**src/rtl/carry_gen_stage_if.sv**
```systemverilog
// Operand/result handshake bundle for the carry-generate stage.
// The slave side is the stage itself; the master side feeds operands and consumes P/C.
interface carry_gen_stage_if #(
    parameter int unsigned BITS = 4
);
    logic            in_valid;
    logic            in_ready;
    logic [BITS-1:0] a;
    logic [BITS-1:0] b;
    logic            out_valid;
    logic            out_ready;
    logic [BITS-1:0] p;
    logic [BITS-1:0] c;
    logic            cout;
    logic            last;

    modport master (
        output in_valid, a, b, out_ready,
        input  in_ready, out_valid, p, c, cout, last
    );

    modport slave (
        input  in_valid, a, b, out_ready,
        output in_ready, out_valid, p, c, cout, last
    );
endinterface

```
**src/rtl/carry_gen_stage.sv**
```systemverilog
// Vector carry-generate stage: per element forms propagate and lookahead carries,
// optionally chaining the carry across elements, with a one-deep registered output.
module carry_gen_stage #(
    parameter int unsigned BITS = 4,
    parameter int unsigned VL_W = 4
) (
    input  logic            clk_i,
    input  logic            rst_i,
    input  logic            start_i,
    input  logic [VL_W-1:0] vl_i,
    input  logic            sub_i,
    input  logic            chain_i,
    output logic            busy_o,
    output logic            done_o,
    carry_gen_stage_if.slave bus
);
    localparam int Bw = int'(BITS);

    typedef enum logic [1:0] {StIdle, StRun, StDrain} state_e;

    state_e state_q, state_d;

    logic [VL_W-1:0] vl_q, vl_d;
    logic [VL_W-1:0] cnt_q, cnt_d;
    logic            sub_q, sub_d;
    logic            chain_q, chain_d;
    logic            carry_q, carry_d;
    logic [BITS-1:0] p_q, p_d;
    logic [BITS-1:0] c_q, c_d;
    logic            cout_q, cout_d;
    logic            last_q, last_d;
    logic            out_valid_q, out_valid_d;
    logic            done_q, done_d;

    logic            in_ready;
    logic            accept;
    logic            out_fire;
    logic            is_last;
    logic [BITS-1:0] b_eff;
    logic [BITS-1:0] prop;
    logic [BITS-1:0] gen;
    logic [BITS:0]   carry;
    logic            cin;
    logic            acc;
    logic            term;

    assign accept   = bus.in_valid && in_ready;
    assign out_fire = out_valid_q && bus.out_ready;
    assign is_last  = (cnt_q == vl_q - VL_W'(1));

    // FSM state register
    always_ff @(posedge clk_i or posedge rst_i) begin
        if (rst_i) begin
            state_q <= StIdle;
        end else begin
            state_q <= state_d;
        end
    end

    // FSM next state
    always_comb begin
        state_d = state_q;
        unique case (state_q)
            StIdle: begin
                if (start_i && (vl_i != '0)) begin
                    state_d = StRun;
                end
            end
            StRun: begin
                if (accept && is_last) begin
                    state_d = StDrain;
                end
            end
            StDrain: begin
                if (out_fire && last_q) begin
                    state_d = StIdle;
                end
            end
            default: state_d = StIdle;
        endcase
    end

    // FSM outputs
    always_comb begin
        in_ready = (state_q == StRun) && (!out_valid_q || bus.out_ready);
        busy_o   = (state_q != StIdle);
    end

    assign bus.in_ready  = in_ready;
    assign bus.out_valid = out_valid_q;
    assign bus.p         = p_q;
    assign bus.c         = c_q;
    assign bus.cout      = cout_q;
    assign bus.last      = last_q;
    assign done_o        = done_q;

    // Flat lookahead: c[i+1] = G[i] | P[i]G[i-1] | ... | P[i:0]cin, no ripple dependency.
    always_comb begin
        b_eff = sub_q ? ~bus.b : bus.b;
        cin   = chain_q ? carry_q : sub_q;
        prop  = bus.a ^ b_eff;
        gen   = bus.a & b_eff;
        carry = '0;
        acc   = 1'b0;
        term  = 1'b0;
        carry[0] = cin;
        for (int i = 0; i < Bw; i++) begin
            acc = cin;
            for (int j = 0; j <= i; j++) begin
                acc = acc & prop[j];
            end
            for (int j = 0; j <= i; j++) begin
                term = gen[j];
                for (int k = j + 1; k <= i; k++) begin
                    term = term & prop[k];
                end
                acc = acc | term;
            end
            carry[i+1] = acc;
        end
    end

    // Datapath and control next state
    always_comb begin
        vl_d        = vl_q;
        cnt_d       = cnt_q;
        sub_d       = sub_q;
        chain_d     = chain_q;
        carry_d     = carry_q;
        p_d         = p_q;
        c_d         = c_q;
        cout_d      = cout_q;
        last_d      = last_q;
        out_valid_d = out_valid_q;
        done_d      = 1'b0;

        if (state_q == StIdle && start_i) begin
            if (vl_i != '0) begin
                vl_d    = vl_i;
                sub_d   = sub_i;
                chain_d = chain_i;
                cnt_d   = '0;
                carry_d = sub_i;
            end else begin
                done_d = 1'b1;
            end
        end

        if (state_q == StDrain && out_fire && last_q) begin
            done_d = 1'b1;
        end

        // Accept overrides consume so a simultaneous pair loads with no bubble.
        if (accept) begin
            p_d         = prop;
            c_d         = carry[BITS-1:0];
            cout_d      = carry[BITS];
            last_d      = is_last;
            carry_d     = carry[BITS];
            cnt_d       = cnt_q + VL_W'(1);
            out_valid_d = 1'b1;
        end else if (out_fire) begin
            out_valid_d = 1'b0;
        end
    end

    always_ff @(posedge clk_i or posedge rst_i) begin
        if (rst_i) begin
            vl_q        <= '0;
            cnt_q       <= '0;
            sub_q       <= 1'b0;
            chain_q     <= 1'b0;
            carry_q     <= 1'b0;
            p_q         <= '0;
            c_q         <= '0;
            cout_q      <= 1'b0;
            last_q      <= 1'b0;
            out_valid_q <= 1'b0;
            done_q      <= 1'b0;
        end else begin
            vl_q        <= vl_d;
            cnt_q       <= cnt_d;
            sub_q       <= sub_d;
            chain_q     <= chain_d;
            carry_q     <= carry_d;
            p_q         <= p_d;
            c_q         <= c_d;
            cout_q      <= cout_d;
            last_q      <= last_d;
            out_valid_q <= out_valid_d;
            done_q      <= done_d;
        end
    end
endmodule

```
**src/flat_wrapper.sv**
```systemverilog
// flat-port wrapper written by rule: the top's interface ports become plain ports
module carry_gen_stage_flat 
#(
    parameter int unsigned BITS = 4,
    parameter int unsigned VL_W = 4
)
  (clk_i, rst_i, start_i, vl_i, sub_i, chain_i, busy_o, done_o, bus_in_valid, bus_a, bus_b, bus_out_ready, bus_in_ready, bus_out_valid, bus_p, bus_c, bus_cout, bus_last);
  carry_gen_stage_if #(.BITS(BITS)) bus_i ();
  input  logic clk_i;
  input  logic rst_i;
  input  logic start_i;
  input  logic [VL_W-1:0] vl_i;
  input  logic sub_i;
  input  logic chain_i;
  output logic busy_o;
  output logic done_o;
  input wire logic [$bits(bus_i.in_valid)-1:0] bus_in_valid;
  input wire logic [$bits(bus_i.a)-1:0] bus_a;
  input wire logic [$bits(bus_i.b)-1:0] bus_b;
  input wire logic [$bits(bus_i.out_ready)-1:0] bus_out_ready;
  output wire logic [$bits(bus_i.in_ready)-1:0] bus_in_ready;
  output wire logic [$bits(bus_i.out_valid)-1:0] bus_out_valid;
  output wire logic [$bits(bus_i.p)-1:0] bus_p;
  output wire logic [$bits(bus_i.c)-1:0] bus_c;
  output wire logic [$bits(bus_i.cout)-1:0] bus_cout;
  output wire logic [$bits(bus_i.last)-1:0] bus_last;
  assign bus_i.in_valid = bus_in_valid;
  assign bus_i.a = bus_a;
  assign bus_i.b = bus_b;
  assign bus_i.out_ready = bus_out_ready;
  assign bus_in_ready = bus_i.in_ready;
  assign bus_out_valid = bus_i.out_valid;
  assign bus_p = bus_i.p;
  assign bus_c = bus_i.c;
  assign bus_cout = bus_i.cout;
  assign bus_last = bus_i.last;
  carry_gen_stage #(.BITS(BITS), .VL_W(VL_W)) u_core (.clk_i(clk_i), .rst_i(rst_i), .start_i(start_i), .vl_i(vl_i), .sub_i(sub_i), .chain_i(chain_i), .busy_o(busy_o), .done_o(done_o), .bus(bus_i));
endmodule
```
**config.mk**
```make
export PLATFORM = sky130hd
export DESIGN_NAME = carry_gen_stage_flat
export DESIGN_NICKNAME = d
export VERILOG_FILES = /design/src/rtl/carry_gen_stage_if.sv /design/src/rtl/carry_gen_stage.sv /design/src/flat_wrapper.sv
export SDC_FILE = /design/constraint.sdc
export NUM_CORES = 1
export LEC_CHECK = 0
export CORE_MARGIN = 1
export CORE_UTILIZATION = 47
export CTS_CLUSTER_DIAMETER = 30
export DETAILED_ROUTE_END_ITERATION = 8
export PLACE_DENSITY_LB_ADDON = 0.2
export SETUP_SLACK_MARGIN = 0.2
export SLEW_MARGIN = 10
export SYNTH_ARGS = -nofsm -noshare
export SYNTH_HDL_FRONTEND = slang
export SYNTH_SLANG_ARGS = --single-unit
```
**constraint.sdc**
```tcl
create_clock -name clk_i -period 2.4 [get_ports clk_i]
set_clock_uncertainty 0.1 [all_clocks]
set_input_delay 0.36 -clock clk_i [delete_from_list [all_inputs] [get_ports clk_i]]
set_output_delay 0.36 -clock clk_i [all_outputs]
set_load 0.005 [all_outputs]
```
# After elaboration in Yosys (flattened, before gate mapping)
# Index checks and enable logic that the tools add are counted.
# word_totals
regBits	25
latchBits	0
ram_bits	0
rom_bits	0
inputBits	19
out_inout_bits	14
elab_cells	80
memories	0
# classes
add_sub_neg	2
mul	0
div_mod_pow	0
order_cmp	0
eq_ne	6
n_shift	0
muxes	17
bitwise_logic	23
reduce_logical	20
# ops
cell	count
2-to-1 mux 4 bit	4
bitwise AND 1 bit	10
bitwise OR 1 bit	10
logical AND 1 bit	9
2-to-1 mux 1 bit	9
nonzero test 2 bit	4
2-to-1 mux 2 bit	3
!= test 2 x 1 -> 1 bit, second input constant	3
case mux 2 bit (3 select lines)	1
adder 4 x 1 -> 4 bit, second input constant	1
bitwise AND 4 bit	1
== test 4 bit	1
inverter 4 bit	1
AND reduction 2 bit	2
nonzero test 4 bit	1
subtractor 4 x 1 -> 4 bit, second input constant	1
XOR 4 bit	1
AND reduction 3 bit	1
== test 2 x 1 -> 1 bit, second input constant	1
== test 2 bit, second input constant	1
logical NOT 2 bit	1
logical NOT 1 bit	1
logical OR 1 bit	1

# Longest topological paths before layout
# logic_depth
depth_word	12
depth_mapped	8
depth_no_buf	7

# Worst setup path before layout
# No wires, ideal clock.
# synth_timing
path_type	flip-flop to flip-flop
start	reg u_core.sub_q
end	reg u_core.carry_q
setup_ns	0.136
arrival_ns	1.655
t_required_ns	2.164
setup_slack_ns	0.509
stages_incl_launch_ff	9
path_buffers	1
synth_period_minus_slack_ns	1.891
path_cell_list	dfrtp_1 > buf_2 > xor2_1 > ha_1 > a21oi_1 > o21ai_0 > a21o_1 > a211oi_1 > a21oi_1
# synth_between
word_cells_on_any_way	19
cone_classes	mux (3); bitwise (16)
# synth_rtl
item	line_no	source
from (decl)	carry_gen_stage.sv:25	logic sub_q, sub_d;
from (signal assigned)	carry_gen_stage.sv:183	sub_q <= sub_d;
2-to-1 mux 4 bit *	carry_gen_stage.sv:99	b_eff = sub_q ? ~bus.b : bus.b;
XOR 4 bit *	carry_gen_stage.sv:101	prop = bus.a ^ b_eff;
named net u_core.prop[1]	carry_gen_stage.sv:40	logic [BITS-1:0] prop;
bitwise AND 1 bit, on equally long branches (3 in series)	carry_gen_stage.sv:110, carry_gen_stage.sv:115	
bitwise OR 1 bit * (4 in series)	carry_gen_stage.sv:117	acc = acc | term;
2-to-1 mux 1 bit *	carry_gen_stage.sv:154	if (accept) begin
to (signal assigned)	carry_gen_stage.sv:185	carry_q <= carry_d;
to (decl)	carry_gen_stage.sv:27	logic carry_q, carry_d;
# The timed path passes the listed nets; every way through them passes the cells marked *.
# A chain may end at the register's enable or synchronous reset.

# Worst setup path after layout
# layout_timing
start	reg u_core.sub_q
end	reg u_core.cout_q, in the netlist u_core.bus.cout
# layout_between
word_cells_on_any_way	18
cone_classes	mux (2); bitwise (16)
# layout_rtl
item	line_no	source
2-to-1 mux 4 bit *	carry_gen_stage.sv:99	
XOR 4 bit *	carry_gen_stage.sv:101	
named net u_core.prop[1]	carry_gen_stage.sv:40	
bitwise AND 1 bit, on equally long branches (3 in series)	carry_gen_stage.sv:110, carry_gen_stage.sv:115	
bitwise OR 1 bit * (4 in series)	carry_gen_stage.sv:117	
to (signal assigned)	carry_gen_stage.sv:188	cout_q <= cout_d;
to (decl)	carry_gen_stage.sv:30	logic cout_q, cout_d;
# Marks and branches as above.

==> key figures <==
GRT
  – GRT Util Overall: approximately 20%
  – First-pass GRT wire length: ~4 mm
  – Vias in the first global route: just under 900
  – Initial antenna violation count: 0
  – Largest net degree at the start of global routing: 26
  – Gr ovfl total: 0

Setup path
  – Flop-to-flop setup slack: roughly 390 ps
  – Critical path cell sequence: xor2_1 > ha_1 > a21oi_1 > o21ai_0 > a21o_1 > a211oi_1 > a21oi_1
  – Delay of the slowest critical-path stage: approximately 500 ps
  – Required @ worst endpoint: 2510 ps
  – Setup crit end: u_core.bus.cout$_DFFE_PP0P_
  – Crit path DAT: approximately 2100 ps
  – CP delay by family, top: compound AO/OA/AOI/OAI gates
  – R2R Path Start: u_core.sub_q$_DFFE_PP0P_
  – Worst path slowest cell: dfrtp_2
  – Path length in cells of the critical path: 7
  – Crit path launch type: register
  – Crit Path Class: reg -> reg
  – Critical path buffer and inverter count: 0
  – CP dominant cell by count: a21oi_1
  – Crit path launch: u_core.sub_q$_DFFE_PP0P_
  – Setup crit end kind: register
  – CP max FO: 6
  – R2R depth: 7
  – Crit Reg-Reg Endpoint: u_core.bus.cout$_DFFE_PP0P_

Floorplan
  – # rows: 18
  – Starting Density: 49.6%
  – Ports: 33
  – Core ar.: between 2000 and 2500 um^2
  – Die Span X: around 53 um
  – Die ar.: ~2800 um^2
  – Die height: about 53 um

Yosys
  – Synth Warn #: 0
  – Syn_area_per_cell: 11.6 um^2
  – Ys async rst share: 100%
  – Yosys reg bits: 25
  – Top cell type's share of synthesized area: roughly half
  – Commonest cells post-synth: 25 x dfrtp_1, 12 x mux2_2, 7 x inv_1, 7 x o21ai_0, 7 x xor2_1
  – Synth Area in Compound Gates: 9.47%
  – Main synth FF type: dfrtp_1
  – Post-synth net total: 131
  – Main area contributors after synthesis: dfrtp_1 51%, mux2_2 11%, ha_1 6.1%, xor2_1 5.0%, o21ai_0 2.9%
  – Adder-Cell Fraction of Synth Area: under 10%
  – Post-Syn Instances: 106
  – Post-synth cell types: 29
  – Sequential fraction of the synthesis area: between 50 and 60%
  – XOR/XNOR Fraction of Synth Area: a little over 7%
  – Multiplexer share of the synthesized area: about 13%
  – Largest family of logic cells by synthesized area: multiplexers
  – Most frequent cell after synthesis: dfrtp_1
  – Largest area contributor in the netlist: dfrtp_1
  – Mapped Area: 1230 um^2
  – Simple-Gate Fraction of Synth Area: a little over a tenth
  – Post-synth EDFFs: 0

Placed design
  – Global placer's final weighted congestion: roughly 0.70
  – PortBufs: 32
  – Final HPWL DP: approximately 1.8 mm
  – Placed cell area: about 1600 um^2
  – Cells after DPL: between 150 and 200

Clock network
  – CTS tree: done
  – Root buf cell: clkbuf_4
  – CTS Buf Count: 3
  – Worst-path clk slew: 130 ps
  – Worst-skew pair later-pin latency: around 310 ps
  – Sink Count: 25
  – Postcts setup bufs: 0
  – Max clock buf depth: 2
  – Number of H-tree levels: 1

STA
  – Hold_ws: 283 ps
  – Setup TNS: 0 ps
  – Period minus WS final: between 2000 and 2500 ps
  – Slew HR: between 70% and 80%
  – Max Freq: 498 MHz
  – Final Max Slew Viols: 0
  – Final Hold Viols: 0
  – Final setup vio count: 0
  – Worst slew pin tran: between 300 and 400 ps
  – Fin crit share: between 80% and 90%
  – RSZ-0062 raised after global routing: false

Layout
  – Area delta synth->final: 33.4%
  – Final non-filler cell total: 172
  – Final Net Count: 168
  – Post-layout util: between 60% and 70%
  – N_diodes: 0
  – Post-route cell area: 1640 um^2
  – Fillers: roughly 220
  – Share of cells above drive strength 1: between 10% and 20%

Route
  – Residual DRC: 0
  – Drt wl/cell: about 14 um
  – Final ANT Viol Nets: 0
  – Final WL: roughly 2.4 mm
  – Via count: 938
  – Initial drt markers: 7
  – Vias/cell: 5.45
  – Detailed Routing Iterations Pass 1: 4

Pwr
  – Pwr Density: 1140 nW/um^2
  – Leakage power: between 0.7 and 0.8 nW
  – VDD IR-drop max: 745 uV

Min path
  – Worst min-delay path class: in -> async

Run status
  – Status: complete, no violations

Job
  – Maxcap violations: 0
[registers in the layout, summed over array words and instances (netlist names)]
register / cells
u_core.bus.c: 4
u_core.bus.p: 4
u_core.cnt_q: 4
u_core.vl_q: 4
u_core.state_q: 2
u_core.bus.cout: 1
u_core.bus.last: 1
u_core.bus.out_valid: 1
u_core.carry_q: 1
u_core.chain_q: 1
u_core.done_o: 1
u_core.sub_q: 1
[routing by layer]
layer  routed length (um)  vias up  track usage (%)
met2                 1220       24             35.0
met4                   34        0             9.21
met3                  109        4             3.45
li1                     -      444                -
met5                    0        -                0
met1                 1030      466             23.9
[cell usage in the layout (no fill, tap or decap), types with 2 or more instances in the layout]
master,synthesis,routed
mux2i_1,2,2
o21ai_0,7,7
nand2_1,5,5
clkdlybuf4s50_1,0,31
buf_4,0,3
xnor2_1,3,3
clkbuf_4,0,3
a21oi_1,5,5
ha_1,6,6
o31ai_1,2,2
dfrtp_1,25,24
a21o_1,2,2
inv_1,7,7
mux2_2,12,12
nand3_1,4,4
nor2_1,2,2
xor2_1,7,7
nor3_1,2,2
[cell type report]
type | instances | area (um^2) | area share [%]
Clock buffer | 3 | 22.5 | 1.37
Clock inverter | 1 | 5.00 | 0.305
Inverter | 7 | 26.3 | 1.60
Multi-Input combinational cell | 71 | 576 | 35.1
Sequential cell | 25 | 627 | 38.2
Tap cell | 30 | 37.5 | 2.29
Timing Repair Buffer | 35 | 345 | 21.1
[stage by stage]
stage | power (mW) | setup slack [ps]
global placement | 1.63 | 147
CTS | 1.89 | 211
finish | 1.87 | 392
detailed placement | 1.69 | 50.0
global route | 2.03 | 234
floorplan | 1.29 | 509
[cell families after synthesis]
kind of cell | Yosys count
flops | 25
simple gates | 22
compound gates | 19
mux | 14
xor+xnor | 10
buf+inv | 10
fa+ha+maj | 6
[power by group]
| part | switching (mW) | internal [mW] | total [mW] |
|---|---|---|---|
| sequential | 0.167 | 0.607 | 0.774 |
| clock | 0.122 | 0.0623 | 0.185 |
| combinational | 0.367 | 0.547 | 0.913 |
| total | 0.656 | 1.22 | 1.87 |
[tightest hold or removal path: stages]
cell and delay [ps]:
clkdlybuf4s50_1 400, inv_1 50, buf_4 300
[how the worst min path moves through the flow]
stage | startpoint | end | slack [ps] | depth (start not counted)
finish | rst_i | u_core.bus.p[2]$_DFFE_PP0P_ | 280 | 3
global route | rst_i | u_core.bus.p[3]$_DFFE_PP0P_ | 330 | 3
CTS | rst_i | u_core.bus.p[2]$_DFFE_PP0P_ | 290 | 3
detailed placement | u_core.state_q[0]$_DFFE_PP0P_ | u_core.done_o$_DFF_PP0_ | 370 | 1
global placement | u_core.bus.c[1]$_DFFE_PP0P_ | u_core.bus.c[1]$_DFFE_PP0P_ | 370 | 2
floorplan | rst_i | u_core.bus.c[0]$_DFFE_PP0P_ | 290 | 1
[what timing repair did]
action | CTS | global route
setup endpoints to repair | 1 | 2
hold buffers | 0 | 0
gates resized for setup | 2 | 2
(Power assumes the default switching activity.)
